<file path="config.mk">
export PLATFORM = sky130hd
export DESIGN_NAME = ex_excp_ctrl
export DESIGN_NICKNAME = d
export VERILOG_FILES = /design/src/rtl/ex_excp_ctrl.sv
export SDC_FILE = /design/constraint.sdc
export NUM_CORES = 1
export LEC_CHECK = 0
export ABC_CLOCK_PERIOD_IN_PS = 2600
export CORE_MARGIN = 3
export CORE_UTILIZATION = 30
export DETAILED_ROUTE_END_ITERATION = 7
export HOLD_SLACK_MARGIN = 0.03
export PLACE_DENSITY = 0.6
export SLEW_MARGIN = 20
export SYNTH_ARGS = -nofsm -noshare
export SYNTH_HDL_FRONTEND = slang
export SYNTH_SLANG_ARGS = --single-unit
</file>
<file path="constraint.sdc">
create_clock -name clk -period 2.6 [get_ports clk]
set_input_delay 0.26 -clock clk [delete_from_list [all_inputs] [get_ports clk]]
set_output_delay 0.26 -clock clk [all_outputs]
set_load 0.03 [all_outputs]
</file>
<file path="src/rtl/ex_excp_ctrl.sv">
`default_nettype none
// ============================================================================
//  Module   : ex_excp_ctrl
//  Purpose  : Commit-stage exception/interrupt sequencer. Accepts one
//             committing instruction per handshake and picks the winner among
//             synchronous exceptions, the external IRQ and ERET. It then waits
//             for the LSU to drain and issues a one-cycle special-register
//             save/restore together with a pipeline flush and redirect target.
//  Ports    : clk, rst                  - clock, synchronous active-high reset
//             cmt_*_i / cmt_ready_o     - commit handshake and instruction info
//             irq_async_i               - level IRQ request, sampled at fire
//             msr_*_i                   - current PSR.IRE, EVECT and EPC
//             lsu_idle_i                - LSU / store buffer empty
//             msr_*_o                   - PSR/EPSR/EPC/ELSA update strobes, data
//             flush_o, flush_tgt_o      - flush pulse and redirect PC
//             excp_busy_o               - sequence in progress
//  Revision : 1.0 - initial release
// ============================================================================
module ex_excp_ctrl #(
   parameter int          CONFIG_DW     = 64,
   parameter logic [11:0] VECT_EITM     = 12'h000,
   parameter logic [11:0] VECT_EIPF     = 12'h100,
   parameter logic [11:0] VECT_EINSN    = 12'h200,
   parameter logic [11:0] VECT_ESYSCALL = 12'h300,
   parameter logic [11:0] VECT_EALIGN   = 12'h400,
   parameter logic [11:0] VECT_EDTM     = 12'h500,
   parameter logic [11:0] VECT_EDPF     = 12'h600,
   parameter logic [11:0] VECT_EIRQ     = 12'h700
) (
   input  logic                 clk,
   input  logic                 rst,
   input  logic                 cmt_valid_i,
   output logic                 cmt_ready_o,
   input  logic [CONFIG_DW-1:0] cmt_pc_i,
   input  logic [6:0]           cmt_exc_i,
   input  logic [CONFIG_DW-1:0] cmt_lsa_i,
   input  logic                 cmt_eret_i,
   input  logic                 irq_async_i,
   input  logic                 msr_psr_ire_i,
   input  logic [CONFIG_DW-1:0] msr_evect_i,
   input  logic [CONFIG_DW-1:0] msr_epc_i,
   input  logic                 lsu_idle_i,
   output logic                 msr_psr_save_o,
   output logic                 msr_psr_restore_o,
   output logic                 msr_epc_we_o,
   output logic [CONFIG_DW-1:0] msr_epc_nxt_o,
   output logic                 msr_elsa_we_o,
   output logic [CONFIG_DW-1:0] msr_elsa_nxt_o,
   output logic                 flush_o,
   output logic [CONFIG_DW-1:0] flush_tgt_o,
   output logic                 excp_busy_o
);

   typedef enum logic [1:0] {
      IDLE    = 2'd0,
      DRAIN   = 2'd1,
      ENTER   = 2'd2,
      RESTORE = 2'd3
   } state_t;

   state_t               state_q, state_d;
   logic                 ret_q;
   logic                 elsa_we_q;
   logic [CONFIG_DW-1:0] vec_q;
   logic [CONFIG_DW-1:0] epc_q;
   logic [CONFIG_DW-1:0] elsa_q;

   logic                 w_fire;
   logic                 w_sync;
   logic                 w_irq;
   logic                 w_ret;
   logic                 w_start;
   logic [11:0]          w_off;
   logic [CONFIG_DW-1:0] w_epc;
   logic [CONFIG_DW-1:0] w_elsa;
   logic                 w_elsa_we;

   assign w_fire  = cmt_valid_i & (state_q == IDLE);
   assign w_sync  = |cmt_exc_i;
   assign w_irq   = irq_async_i & msr_psr_ire_i & ~w_sync & ~cmt_eret_i;
   // ERET only restores when no exception bit is set; IRQ is already
   // excluded by ERET so the two never coincide.
   assign w_ret   = cmt_eret_i & ~w_sync;
   assign w_start = w_fire & (w_sync | w_irq | w_ret);

   // Lowest set exception bit wins; the IRQ vector is the fallback.
   always_comb begin
      w_off     = VECT_EIRQ;
      w_epc     = cmt_pc_i;
      w_elsa    = '0;
      w_elsa_we = 1'b0;
      if (cmt_exc_i[0]) begin
         w_off     = VECT_EITM;
         w_elsa    = cmt_pc_i;
         w_elsa_we = 1'b1;
      end else if (cmt_exc_i[1]) begin
         w_off     = VECT_EIPF;
         w_elsa    = cmt_pc_i;
         w_elsa_we = 1'b1;
      end else if (cmt_exc_i[2]) begin
         w_off     = VECT_EINSN;
      end else if (cmt_exc_i[3]) begin
         w_off     = VECT_ESYSCALL;
         w_epc     = cmt_pc_i + CONFIG_DW'(4);  // resume after the syscall
      end else if (cmt_exc_i[4]) begin
         w_off     = VECT_EALIGN;
         w_elsa    = cmt_lsa_i;
         w_elsa_we = 1'b1;
      end else if (cmt_exc_i[5]) begin
         w_off     = VECT_EDTM;
         w_elsa    = cmt_lsa_i;
         w_elsa_we = 1'b1;
      end else if (cmt_exc_i[6]) begin
         w_off     = VECT_EDPF;
         w_elsa    = cmt_lsa_i;
         w_elsa_we = 1'b1;
      end
   end

   always_ff @(posedge clk) begin
      if (rst) begin
         state_q   <= IDLE;
         ret_q     <= 1'b0;
         elsa_we_q <= 1'b0;
         vec_q     <= '0;
         epc_q     <= '0;
         elsa_q    <= '0;
      end else begin
         state_q <= state_d;
         if (w_start) begin
            ret_q     <= w_ret;
            elsa_we_q <= w_elsa_we & ~w_ret;
            vec_q     <= msr_evect_i + {{(CONFIG_DW-12){1'b0}}, w_off};
            epc_q     <= w_epc;
            elsa_q    <= w_elsa_we ? w_elsa : '0;
         end
      end
   end

   // Outputs decode registered state only; no cmt_* input reaches a strobe.
   always_comb begin
      state_d           = state_q;
      cmt_ready_o       = 1'b0;
      excp_busy_o       = 1'b1;
      msr_psr_save_o    = 1'b0;
      msr_psr_restore_o = 1'b0;
      msr_epc_we_o      = 1'b0;
      msr_epc_nxt_o     = '0;
      msr_elsa_we_o     = 1'b0;
      msr_elsa_nxt_o    = '0;
      flush_o           = 1'b0;
      flush_tgt_o       = '0;
      case (state_q)
         IDLE: begin
            cmt_ready_o = 1'b1;
            excp_busy_o = 1'b0;
            if (w_start) state_d = DRAIN;
         end
         DRAIN: begin
            if (lsu_idle_i) state_d = ret_q ? RESTORE : ENTER;
         end
         ENTER: begin
            msr_psr_save_o = 1'b1;
            msr_epc_we_o   = 1'b1;
            msr_epc_nxt_o  = epc_q;
            msr_elsa_we_o  = elsa_we_q;
            msr_elsa_nxt_o = elsa_q;
            flush_o        = 1'b1;
            flush_tgt_o    = vec_q;
            state_d        = IDLE;
         end
         RESTORE: begin
            msr_psr_restore_o = 1'b1;
            flush_o           = 1'b1;
            flush_tgt_o       = msr_epc_i;
            state_d           = IDLE;
         end
         default: state_d = IDLE;
      endcase
   end

endmodule
`default_nettype wire

</file>
After elaboration in Yosys (flattened, before gate mapping). Cells that the tools add are included.

Bits of input ports: 270. Output and inout bits: 199. Flip-flop bits (word level): 196. Logic and storage cells: 68.

Bitwise operators: 12. Reductions and logical operators: 4. Equal/unequal tests: 5. Add/sub/neg operators: 2. Multiplexer cells: 39.

Operators with widths (count): 64-bit two-way mux (14); 64-bit one-hot mux with 2 select lines (1); 64-bit by 12-bit adder with 64-bit output (1); 64-bit by 3-bit adder with 64-bit output (second input constant) (1); 11-bit two-way mux (4); 10-bit two-way mux (2); 1-bit two-way mux (14); 9-bit two-way mux (1); 1-bit AND (7); 7-bit OR reduction (1); 2-bit one-hot mux with 3 select lines (1); 2-bit == test (second input constant) (2); 2-bit two-way mux (2); 2-bit inequality test (second input constant) (2); 1-bit NOT (3); 2-bit by 1-bit == test with 1-bit output (second input constant) (1); 2-bit zero test (1); 1-bit bitwise OR (2); 2-bit AND reduction (1); 2-bit OR reduction (1).

Logic depth before layout (Yosys ltp).
Depth after elaboration: 9. Depth in mapped cells: 12.

Least setup slack after synthesis. Ideal clock, no wire load.

Kind: input port to flip-flop. Start point: in cmt_exc_i[0]. End point: reg vec_q[46]. Buffers on the path: 3. Library setup time: 0.074 ns. Setup slack: -0.083 ns. Stages on the path: 11. Data arrival time: 2.609 ns. Cell sequence: or2_2 clkbuf_1 clkbuf_1 nor2_1 fa_1 a21oi_1 nor3_1 nand4_1 clkbuf_1 or4_1 a31oi_1.

Cells in the longest elaborated chain, start to end: 7.

RTL lines: start, declared (RTL line 35) `input logic [6:0] cmt_exc_i,`; parallel branches: the longest is 7 deep, another holds 64-bit by 12-bit adder with 64-bit output; end signal, assigned (RTL line 133) `vec_q <= msr_evect_i + {{(CONFIG_DW-12){1'b0}}, w_off};`; end, declared (RTL line 64) `logic [CONFIG_DW-1:0] vec_q;`.

Parallel ways; which one is timed is not known. A chain may end at the register's enable or synchronous reset.

Worst setup path in the final report.
Start point: in cmt_exc_i[2]. End point: reg vec_q[58].

Cells in the longest elaborated chain, start to end: 7.

RTL lines: parallel branches: the longest is 7 deep, another holds 64-bit by 12-bit adder with 64-bit output.

Parallel ways; which one is timed is not known.

==> flow_summary.ini <==
[outcome]
status = completed

[cts]
cts_max_level = 4
clockBufferDepth = 2
cts_sinks = 196
clock-root-buffer = clkbuf_16
tritoncts = yes
numCtsBuffers = 17
clkLatencyLatePin_ns = 0.45
clkTransAtPathRegs_ns = 0.08

[timing]
max_freq_mhz = 390.2
worst_pin_slew_ns = 0.8377
hold_violations = 0
slew_headroom_pct = 44.16
slew_viol_final = 0
finalCritPeriodShare_pct = 98.56
setup_viol = 0
fin_ws_ns = 0.03740
finClkSkew_ns = 0.01856
layout_min_cycle_time_ns = 2.563

[worst_setup_path]
crit_buf_inv = 3
path_common_cell = or4_1
start_kind = input port
arrival_ns = 2.93
critical_path_class = input port to flip-flop
critPathSlowestCell = or4_1
crit_required_ns = 2.96
cp-end-kind = flip-flop
max_stage_delay_ns = 0.53
cpLargestDelayFamily = simple AND/OR/NAND/NOR gates
cp_max_fo = 6
worstPathCellList = clkdlybuf4s50_1, or4_1, inv_1, ha_4, a21oi_2, nor3_2, nand4_1, buf_6, or4_1, a311oi_2

[place]
routabilityCongestion = 0.9018
dp_hpwl_um = 42100
post-place-ws_ns = -0.5748
io_buffer_count = 468

[floorplan]
start_util_pct = 30.81
core_mm2 = 0.03919
ios = 469
core.rowCount = 72
die-area_mm2 = 0.04269
die_y_um = 206.6
die_x_um = 206.6

[global_routing]
grt_pass1_vias = 13950
grt_max_degree = 77
grt_pass1_wl_um = 80560
grt-ovfl-total = 0
antenna_found_initial = 5
groute.usage.overall_pct = 24.25

[routing]
wl_um = 54720
drtPass1Iterations = 5
routedWlPerCell_um = 20.61
ant_nets = 0
viasPerCell = 5.371
wl_met1_um = 21000
met2_length_um = 27510
route.detailed.drc = 0
drt-initial-drc-count = 898
vias = 14260
wl_met3_um = 4996
routed.top_layer = met5

[synthesis]
synthCells = 1557
netlist_top_cells_area = dfxtp_1 32%, and2_1 7.1%, mux2i_1 5.3%, a221oi_1 4.6%, nor3_1 4.1%
ys_types = 51
ys_seq_area_share_pct = 32.49
yosysWarnings = 0
yosys_register_bits = 196
synthArstFlopShare_pct = 0
synthesis.nets = 1832
synth_largest_area_cell = dfxtp_1
synth_top_area_share_pct = 32.49
synth_ff_type = dfxtp_1
synth-edff-count = 0
synth_area_per_cell_um2 = 7.756
syn_area_mm2 = 0.01208

[cells_and_area]
fill_cells = 3797
regArea_mm2 = 0.003928
multi_input_area_mm2 = 0.007667
fin_nets = 2396
finalCoreUtilization_pct = 49.27
drive_above_1_share_pct = 19.13
area_delta_synth_final_pct = 59.88

[power]
p_sw_share_pct = 29.79
power.clock.fraction_pct = 33.8
intPower_uw = 5711
pwr-share-comb_pct = 24.2
switchingPower_uw = 2423
p_leak_uw = 0.007299
p_per_area_mw_per_mm2 = 421.3
p_seq_share_pct = 42.0
peakVddDrop_v = 0.0004656

[hold_path]
min_path_type = input port to flip-flop

[job]
drv_cap = 0
==> routing by layer <==
| layer | GRT usage [%] | vias up |
|---|---|---|
| li1 | - | 6861 |
| met1 | 27.90 | 6768 |
| met2 | 43.64 | 564 |
| met3 | 6.712 | 63 |
| met4 | 7.515 | 4 |
| met5 | 0 | - |
==> power by group through the flow <==
stage	logic, uW	clock network (uW)	registers (uW)
4_1_cts	1970	2820	3420
5_1_grt	2140	2920	3450
6_report	1970	2750	3420
2_1_floorplan	915	0	3410
3_5_place_dp	1960	0	3480
3_3_place_gp	1930	0	3480
==> metrics by stage <==
stage,power (uW),hold WS [ns],setup TNS (ns),instance area (um^2),std cells
floorplan,4330,0.3960,0,12080,1557
global placement,5408,0.4363,-17.41,18610,2616
detailed placement,5445,0.4411,-19.38,18610,2616
CTS,8201,0.1906,-0.03717,19190,2647
global route,8511,0.2041,-0.01786,19300,2654
finish,8134,0.2279,0,19310,2655
==> layout make-up <==
type                            instances  area share [%]
Tap cell                              518           3.357
Inverter                               19          0.3694
Multi-Input combinational cell       1208           39.71
Timing Repair Buffer                  679           33.19
Clock inverter                         11          0.6610
Sequential cell                       196           20.34
Clock buffer                           20           2.314
Antenna cell                            4         0.05185
==> cells in the mapped netlist (4+ instances only) <==
master	instances
and4_1	18
o21ai_0	75
a21oi_1	54
or3_1	22
nand3_1	73
a31oi_1	30
clkbuf_1	116
and2_1	138
nand2_1	79
xor2_1	22
a21o_1	4
o31ai_1	30
ha_1	4
nor3_1	98
xnor2_1	43
mux2i_1	64
nor2b_1	68
nand4_1	43
nor4_1	23
inv_1	19
nor2_1	123
and3_1	19
buf_1	14
a211oi_1	31
a311oi_1	8
or4_1	42
a221oi_1	64
dfxtp_1	196
==> final timing paths <==
path | from | to | slack [ns] | cells past startpoint
min | rst | vec_q[58] | 0.23 | 2
min reg2reg | ret_q | ret_q | 0.45 | 2
max | cmt_exc_i[2] | vec_q[58] | 0.04 | 10
max reg2reg | state_q[0] | vec_q[49] | 0.55 | 8
==> layout by cell type, fill, tap and decap left out, types with 19 or more instances in the layout <==
cell	Yosys	routed
nand4_1	43	43
dfxtp_1	196	195
mux2i_1	64	64
a21oi_1	54	51
clkdlybuf4s50_1	0	323
nand3_1	73	72
buf_4	1	309
nor2b_1	68	67
a221oi_1	64	64
xor2_1	22	22
o31ai_1	30	29
and2_1	138	138
and3_1	19	19
or3_1	22	22
xnor2_1	43	43
buf_12	0	37
nor3_1	98	97
o21ai_0	75	75
nor4_1	23	21
nor2_1	123	121
a211oi_1	31	31
or4_1	42	41
nand2_1	79	79
a31oi_1	30	30
==> worst reg2reg max path, cell delays in order, from the launching register on <==
cell	delay, ns
dfxtp_4	0.44
nor3b_1	0.21
buf_4	0.16
o31ai_4	0.08
buf_12	0.16
buf_4	0.17
or3_1	0.30
or4_1	0.40
nand3_1	0.09
==> cells by family (layout without fill, tap and decap cells) <==
group	after synthesis	count (layout)	share of synthesized area [%]
adder cells (fa/ha/maj)	5	5	0.5803
flip-flops	196	196	32.49
AND/OR/NAND/NOR	763	763	34.84
AO/OA/AOI/OAI	311	311	17.25
XOR/XNOR	65	65	4.714
multiplexers	64	64	5.305
other	0	4	0
buffers and inverters	153	729	4.818
==> repair_timing <==
item / CTS / global route
gates cloned: 0 / 1
hold buffers: 0 / 0
setup endpoints to repair: 43 / 78
gates resized for setup: 1 / 20
pin swaps: 1 / 8
setup buffers: 0 / 3
==> registers in the layout (all words and copies together), names as in the netlist <==
register   flops
vec_q         64
epc_q         64
elsa_we_q      1
elsa_q        64
ret_q          1
state_q        2
(Power assumes the default switching activity.)
